### config.mk
export PLATFORM = sky130hd
export DESIGN_NAME = seq_shift_add_multiplier_flat
export DESIGN_NICKNAME = d
export VERILOG_FILES = /design/src/rtl/seq_shift_add_multiplier_if.sv /design/src/rtl/seq_shift_add_multiplier.sv /design/src/flat_wrapper.sv
export SDC_FILE = /design/constraint.sdc
export NUM_CORES = 1
export LEC_CHECK = 0
export ABC_AREA = 1
export BUFFER_PORTS_ARGS = -buffer_cell sky130_fd_sc_hd__clkbuf_2
export CAP_MARGIN = 40
export CORE_MARGIN = 10
export CORE_UTILIZATION = 45
export DETAILED_ROUTE_END_ITERATION = 8
export GPL_ROUTABILITY_DRIVEN = 0
export HOLD_SLACK_MARGIN = 0.15
export PLACE_DENSITY = 0.72
export SLEW_MARGIN = 20
export SYNTH_ARGS = -nofsm -noshare
export SYNTH_HDL_FRONTEND = slang
export SYNTH_SLANG_ARGS = --single-unit
### constraint.sdc
create_clock -name clk -period 5.2 [get_ports clk]
set_clock_uncertainty 0.2 [all_clocks]
set_input_delay 0.52 -clock clk [delete_from_list [all_inputs] [get_ports clk]]
set_output_delay 0.52 -clock clk [all_outputs]
set_load 0.005 [all_outputs]
### src/rtl/seq_shift_add_multiplier_if.sv
// Request/response bundle for the shift-and-add multiplier.
// Latency: none; the bundle is wiring only.
// Backpressure: start is taken only while busy is low; there is no queuing.
interface seq_shift_add_multiplier_if #(
  parameter int WIDTH = 8
);
  logic                 start;
  logic                 signed_mode;
  logic [WIDTH-1:0]     a;
  logic [WIDTH-1:0]     b;
  logic                 busy;
  logic                 done;
  logic [2*WIDTH-1:0]   product;

  // Requester side: drives operands and start, observes status and result.
  modport master (
    output start, signed_mode, a, b,
    input  busy, done, product
  );

  // Multiplier side.
  modport slave (
    input  start, signed_mode, a, b,
    output busy, done, product
  );
endinterface

### src/rtl/seq_shift_add_multiplier.sv
// Sequential shift-and-add multiplier, one multiplier bit per clock, signed or unsigned.
// Latency: start at edge E0 gives done after edge E(N+1); N = WIDTH, or fewer with early exit.
// Backpressure: start is ignored while busy; a start in the done cycle is accepted.
module seq_shift_add_multiplier #(
  parameter int WIDTH      = 8,
  parameter bit SIGNED_EN  = 1'b1,
  parameter bit EARLY_EXIT = 1'b1
) (
  input  logic                       clk,
  input  logic                       rst,
  seq_shift_add_multiplier_if.slave  mul
);

  localparam int PW = 2 * WIDTH;
  localparam int CW = (WIDTH > 2) ? $clog2(WIDTH) : 1;
  localparam logic [CW-1:0] ITER_LAST = CW'(WIDTH - 1);

  typedef enum logic [1:0] {
    IDLE   = 2'd0,
    CALC   = 2'd1,
    FINISH = 2'd2
  } state_t;

  state_t            state_q;
  logic              busy_q;
  logic              done_q;
  logic [PW-1:0]     product_q;
  logic [PW-1:0]     acc_q;
  logic [WIDTH-1:0]  mcand_q;
  logic [WIDTH-1:0]  mplr_q;
  logic [CW-1:0]     iter_q;
  logic              neg_q;

  logic              mode_d;
  logic [WIDTH-1:0]  a_mag_d;
  logic [WIDTH-1:0]  b_mag_d;
  logic              neg_d;
  logic [PW-1:0]     addend_d;
  logic [PW-1:0]     acc_d;
  logic [WIDTH-1:0]  mplr_d;
  logic              last_d;

  // Operand conditioning at the start edge: magnitudes plus the result sign.
  // The most negative operand negates to 2^(WIDTH-1), which still fits unsigned.
  always_comb begin
    mode_d  = mul.signed_mode & SIGNED_EN;
    a_mag_d = (mode_d && mul.a[WIDTH-1]) ? (~mul.a + 1'b1) : mul.a;
    b_mag_d = (mode_d && mul.b[WIDTH-1]) ? (~mul.b + 1'b1) : mul.b;
    neg_d   = mode_d & (mul.a[WIDTH-1] ^ mul.b[WIDTH-1]);
  end

  // One iteration: conditionally add the shifted multiplicand, retire one multiplier bit.
  // Early exit fires when no set bits remain, so at least one iteration always runs.
  always_comb begin
    addend_d = {{WIDTH{1'b0}}, mcand_q} << iter_q;
    acc_d    = mplr_q[0] ? (acc_q + addend_d) : acc_q;
    mplr_d   = mplr_q >> 1;
    last_d   = (iter_q == ITER_LAST) || (EARLY_EXIT && (mplr_d == '0));
  end

  // Control FSM and datapath registers; all outputs are registered.
  always_ff @(posedge clk or posedge rst) begin
    if (rst) begin
      state_q   <= IDLE;
      busy_q    <= 1'b0;
      done_q    <= 1'b0;
      product_q <= '0;
      acc_q     <= '0;
      mcand_q   <= '0;
      mplr_q    <= '0;
      iter_q    <= '0;
      neg_q     <= 1'b0;
    end else begin
      done_q <= 1'b0;
      case (state_q)
        IDLE: begin
          if (mul.start) begin
            mcand_q <= a_mag_d;
            mplr_q  <= b_mag_d;
            neg_q   <= neg_d;
            acc_q   <= '0;
            iter_q  <= '0;
            busy_q  <= 1'b1;
            state_q <= CALC;
          end
        end
        CALC: begin
          acc_q  <= acc_d;
          mplr_q <= mplr_d;
          iter_q <= iter_q + CW'(1);
          if (last_d) begin
            state_q <= FINISH;
          end
        end
        FINISH: begin
          // A zero magnitude negates to zero, so no negative zero can appear.
          product_q <= neg_q ? (~acc_q + 1'b1) : acc_q;
          done_q    <= 1'b1;
          busy_q    <= 1'b0;
          state_q   <= IDLE;
        end
        default: begin
          state_q <= IDLE;
          busy_q  <= 1'b0;
        end
      endcase
    end
  end

  assign mul.busy    = busy_q;
  assign mul.done    = done_q;
  assign mul.product = product_q;

endmodule

### src/flat_wrapper.sv
// flat-port wrapper written by rule: the top's interface ports become plain ports
module seq_shift_add_multiplier_flat 
#(
  parameter int WIDTH      = 8,
  parameter bit SIGNED_EN  = 1'b1,
  parameter bit EARLY_EXIT = 1'b1
)
  (clk, rst, mul_start, mul_signed_mode, mul_a, mul_b, mul_busy, mul_done, mul_product);
  seq_shift_add_multiplier_if #(.WIDTH(WIDTH)) mul_i ();
  input  logic clk;
  input  logic rst;
  input wire logic [$bits(mul_i.start)-1:0] mul_start;
  input wire logic [$bits(mul_i.signed_mode)-1:0] mul_signed_mode;
  input wire logic [$bits(mul_i.a)-1:0] mul_a;
  input wire logic [$bits(mul_i.b)-1:0] mul_b;
  output wire logic [$bits(mul_i.busy)-1:0] mul_busy;
  output wire logic [$bits(mul_i.done)-1:0] mul_done;
  output wire logic [$bits(mul_i.product)-1:0] mul_product;
  assign mul_i.start = mul_start;
  assign mul_i.signed_mode = mul_signed_mode;
  assign mul_i.a = mul_a;
  assign mul_i.b = mul_b;
  assign mul_busy = mul_i.busy;
  assign mul_done = mul_i.done;
  assign mul_product = mul_i.product;
  seq_shift_add_multiplier #(.WIDTH(WIDTH), .SIGNED_EN(SIGNED_EN), .EARLY_EXIT(EARLY_EXIT)) u_core (.clk(clk), .rst(rst), .mul(mul_i));
endmodule
## Yosys cells after proc, flatten, opt, wreduce, memory -nomap -nowiden

Cells that the tools add are included.

| cells by class | value |
|---|---|
| add/sub/neg operators | 5 |
| equality and inequality tests | 6 |
| shifts and indexed selects | 1 |
| muxes and demuxes | 16 |
| bitwise gates (word level) | 6 |
| reduce and logical (&&, ||, !) cells | 11 |

Operator list:

| kind | number |
|---|---|
| 2-to-1 mux 16 bit | 3 |
| case mux 16 bit (2 select lines) | 1 |
| 2-to-1 mux 8 bit | 3 |
| adder 16 x 1 -> 16 bit, second input constant | 1 |
| adder 16 bit | 1 |
| adder 8 x 1 -> 8 bit, second input constant | 2 |
| inverter 16 bit | 1 |
| inverter 8 bit | 2 |
| case mux 8 bit (2 select lines) | 1 |
| left shift 8 x 3 -> 16 bit | 1 |
| logical NOT 8 bit | 1 |
| AND reduction 2 bit | 4 |
| case mux 3 bit (2 select lines) | 1 |
| 2-to-1 mux 2 bit | 2 |
| != test 2 x 1 -> 1 bit, second input constant | 2 |
| case mux 2 bit (2 select lines) | 1 |
| adder 3 x 1 -> 3 bit, second input constant | 1 |
| == test 3 bit, second input constant | 1 |
| 2-to-1 mux 3 bit | 1 |
| AND reduction 3 bit | 1 |
| == test 2 x 1 -> 1 bit, second input constant | 1 |
| == test 2 bit, second input constant | 1 |
| logical AND 1 bit | 2 |
| logical NOT 2 bit | 1 |
| 8 further kinds | 9 |

| storage, ports and cells | value |
|---|---|
| bits in registers | 56 |
| input bits | 20 |
| output and inout bits | 18 |

## Depth between registers and ports, before layout

| logic depth | value |
|---|---|
| depth in word-level cells | 5 |
| mapped depth | 18 |
| depth with buffers taken out | 17 |

## Worst setup path after synthesis

No wires, ideal clock.

| timing | value |
|---|---|
| path type | register -> register |
| start | reg u_core.iter_q[0] |
| end | reg u_core.acc_q[12] |
| library setup time | 0.117 ns |
| arrival | 1.958 ns |
| required time | 4.883 ns |
| slack | 2.925 ns |
| cell stages (with the launch flop) | 15 |
| clock period less this slack | 2.275 ns |
| cells stage by stage | dfrtp_1 > buf_2 > o21ai_0 > nand2_1 > nor2_1 > inv_1 > fa_1 > inv_1 > nand3_1 > nand3_1 > nand3_1 > nand3_1 > nand2_1 > nand3_1 > nand2_1 |

| on the way | value |
|---|---|
| longest elaborated chain between the ends | 4 |

RTL lines:

| item | RTL line | text |
|---|---|---|
| start, declared | seq_shift_add_multiplier.sv:31 | `logic [CW-1:0] iter_q;` |
| start signal, assigned | seq_shift_add_multiplier.sv:90 | `iter_q <= iter_q + CW'(1);` |
| left shift 8 x 3 -> 16 bit | seq_shift_add_multiplier.sv:55 | `addend_d = {{WIDTH{1'b0}}, mcand_q} << iter_q;` |
| adder 16 bit | seq_shift_add_multiplier.sv:56 | `acc_d = mplr_q[0] ? (acc_q + addend_d) : acc_q;` |
| 2-to-1 mux 16 bit | seq_shift_add_multiplier.sv:56 |  |
| case mux 16 bit (2 select lines) | seq_shift_add_multiplier.sv:75 | `case (state_q)` |
| end signal, assigned | seq_shift_add_multiplier.sv:68 | `acc_q <= '0;` |
| end signal, assigned | seq_shift_add_multiplier.sv:81 | `acc_q <= '0;` |
| end signal, assigned | seq_shift_add_multiplier.sv:88 | `acc_q <= acc_d;` |
| end, declared | seq_shift_add_multiplier.sv:28 | `logic [PW-1:0] acc_q;` |

No other way between the ends. The select of a mux whose other input is x is not followed.
A chain may end at the register's enable or synchronous reset.

## Final worst setup path

| timing | value |
|---|---|
| start | reg u_core.iter_q[0] |
| end | reg u_core.acc_q[15] |

Same word-level chain as after synthesis.

==> results by group <==
Synthesis
  – Post-Syn Instances: around 590
  – Flops & latches, synth: 56
  – Mux cell area share after synthesis: less than 1%
  – Top-count cell post-synth: nand2_1
  – Post-synthesis compound-gate area fraction: around an eighth
  – Largest family of logic cells by synthesized area: simple AND/OR/NAND/NOR gates
  – Top_reg_cell synth: dfrtp_1
  – Synth Area per Inst: approximately 6.8 um2
  – Post-synth EDFFs: 0
  – Post-synth ARST share: 100.0%
  – Area share of the largest cell type after synthesis: 35.11%
  – Syn Std Cell Area: 0.003991 mm2
  – YS warnings: 0
  – Register area share after synthesis: 35.11%
  – Synth area leaders: dfrtp_1 35%, nand2_1 18%, inv_1 6.8%
  – Commonest cells in the netlist: 195 x nand2_1, 72 x inv_1, 56 x dfrtp_1
  – Post-synthesis simple-gate area fraction: between 30% and 40%
  – Post-Synth Adder-Cell Area: slightly below 7%
  – Post-Synth XOR/XNOR Area: 3.511%
  – Synth unique cells: 35
  – Net Count, Synth: roughly 630
  – Synth area leader: dfrtp_1

Route
  – Via Count: 3653
  – Avg Vias per Cell: roughly 5
  – # DRC: 0
  – Drt pass-1 iters: 4
  – Final ANT Viol Nets: 0
  – WL/cell: 12.59 um
  – Final WL: 9150 um
  – Drt initial violations: 202

Floorplan
  – Site row count: 34
  – I/O pin count: 38
  – Horiz. Die Dim: 114.2 um
  – Core area: a little under 0.009 mm2
  – Die H: 114.2 um
  – Starting Density: 45.99%
  – DIE AREA: 0.01304 mm2

Placement
  – IO buf count: 37
  – DP Wirelength: 7300 um
  – Placed Cells incl. Taps: a little over 700

Cells and area
  – Register area: 0.001401 mm2
  – Fraction of layout cells with a size suffix above 1: 9.532%
  – Antenna diodes: 0
  – Final nets: between 600 and 700
  – Fill cells: 880
  – Non-filler cells, final: slightly above 700
  – End-of-flow core utilization: 50.10%
  – Syn-to-layout area delta: 8.934%
  – Footprint of the multi-input gates: 0.002231 mm2

GRT
  – Largest net degree at the start of global routing: 57
  – Vias in the first global route: 3597
  – Initial antenna violation count: 0
  – Total Routing Usage GR: 14.52%
  – First-pass GRT wire length: 16110 um
  – Overflow after GRT: 0

Clock tree
  – CTS resizes: 0
  – Clock Tree Root: clkbuf_8
  – CTS tree: built
  – CTS max path bufs: 2
  – Post-CTS Hold Buffers: 0
  – Clk sinks: 56
  – Post-CTS Setup Repair Bufs: 0
  – Clock slew at reported path FFs: 0.11 ns
  – Depth of the CTS H-tree: 2
  – Num CTS Buffers: 5
  – Clk_lat worst skew: approximately 0.32 ns

STA
  – Hold WS: about 0.16 ns
  – Final Hold Viols: 0
  – RSZ-0062 raised after global routing: false
  – FMAX: between 300 and 400 MHz
  – Endpoints failing setup: 0
  – Pins over their slew limit: 0
  – Min cycle time layout: ~2.9 ns
  – Total negative slack: 0 ns
  – Period utilisation layout: 55.40%
  – Least-Margin Pin Slew: around 0.75 ns
  – Max transition margin: 49.67%

Power
  – Power per cell area: 594.4 mW/mm2
  – Power Total: 0.002584 W
  – LEAKAGE: 2.385 nW
  – Peak VDD IR: 0.2117 mV

Worst setup path
  – Critical path type: reg2reg
  – R2R Setup Slk: 2.32 ns
  – Crit path max fanout: 13
  – CP Capture Type: register
  – Crit path launch type: register
  – WP data arrival: 2.94 ns
  – WP data required: 5.25 ns

Hold path
  – Min-delay worst type: in2async

Flow run
  – Max_cap viols: 0

Run status
  – Status: complete, no violations
[layer usage]
metal	part of all wire (%)	up-vias	GRT usage (%)	routed length (um)
met5	0	-	0	0
met4	0.89	0	3.091	81
met3	4.6	6	3.040	418
met2	47	72	25.36	4310
met1	47	1621	17.92	4340
li1	-	1954	-	-
[worst max-delay path, stage by stage (launching register included)]
cell	delay, ns
dfrtp_1	0.57
inv_1	0.19
o21ai_0	0.29
o21ai_0	0.16
o21ai_0	0.24
ha_1	0.32
nand2_1	0.14
inv_1	0.05
a21oi_1	0.13
nand2_1	0.14
nand2_1	0.09
nand2_1	0.08
nand3_1	0.08
nand2_1	0.05
nor2_1	0.09
[final cells by class]
| type | count | share of cell area [%] |
|---|---|---|
| Inverter | 78 | 6.849 |
| Sequential cell | 56 | 32.23 |
| Clock buffer | 5 | 1.583 |
| Clock inverter | 3 | 0.4892 |
| Tap cell | 108 | 3.108 |
| Multi-Input combinational cell | 439 | 51.31 |
| Timing Repair Buffer | 38 | 4.432 |
[through the flow]
| stage | setup WS [ns] | area [um2] |
|---|---|---|
| 4_1_cts | 2.357 | 4348 |
| 3_5_place_dp | 2.370 | 4258 |
| 5_1_grt | 1.954 | 4348 |
| 2_1_floorplan | 2.925 | 3991 |
| 3_3_place_gp | 2.462 | 4258 |
| 6_report | 2.319 | 4348 |
[state kept, by name, indices dropped and copies added, names as in the netlist]
register            cells
u_core.mplr_q           8
u_core.neg_q            1
u_core.acc_q           16
u_core.iter_q           3
u_core.mul.product     16
u_core.mcand_q          8
u_core.mul.done         1
u_core.mul.busy         1
u_core.state_q          2
[power by group]
group	internal, W	switching (W)
clock	0.0000961	0.000152
combinational	0.000541	0.000986
sequential	0.000617	0.000191
total	0.00125	0.00133
[path summary, 6_finish.rpt]
kind,cells after the start,end,startpoint
min in group clk,3,u_core.mplr_q[7],mul_b[7]
setup / recovery,14,u_core.acc_q[15],u_core.iter_q[0]
hold / removal,3,u_core.mul.product[2],rst
max in group asynchronous,3,u_core.mul.product[14],rst
setup reg to reg,14,u_core.acc_q[15],u_core.iter_q[0]
hold reg to reg,2,u_core.mul.product[10],u_core.mul.product[10]
[placed cells by master (no fill, tap or decap), drive strengths merged]
cell and instances:
clkinvlp 1, o22ai 3, o221ai 1, xor2 16, fa 1, and2 3, clkbuf 42, nand3 48
or2 2, o31ai 2, buf 1, nand2 196, dfrtp 56, a21oi 19, o211ai 1, inv 78
a22oi 7, nand3b 4, nor4 1, mux2i 3, nand4 4, o21ai 55, nor3 6, nor2 47
clkinv 2, ha 20
[cells by family (layout without fill, tap and decap cells)]
group / after synthesis / after routing
buffers and inverters: 91 / 124
and+or+nand+nor: 311 / 311
AOI/OAI and AO/OA: 88 / 88
xor gates and xnor gates: 16 / 16
adders and majority gates: 21 / 21
DFF: 56 / 56
muxes: 3 / 3
No activity file was read; power rests on OpenSTA's default activity.
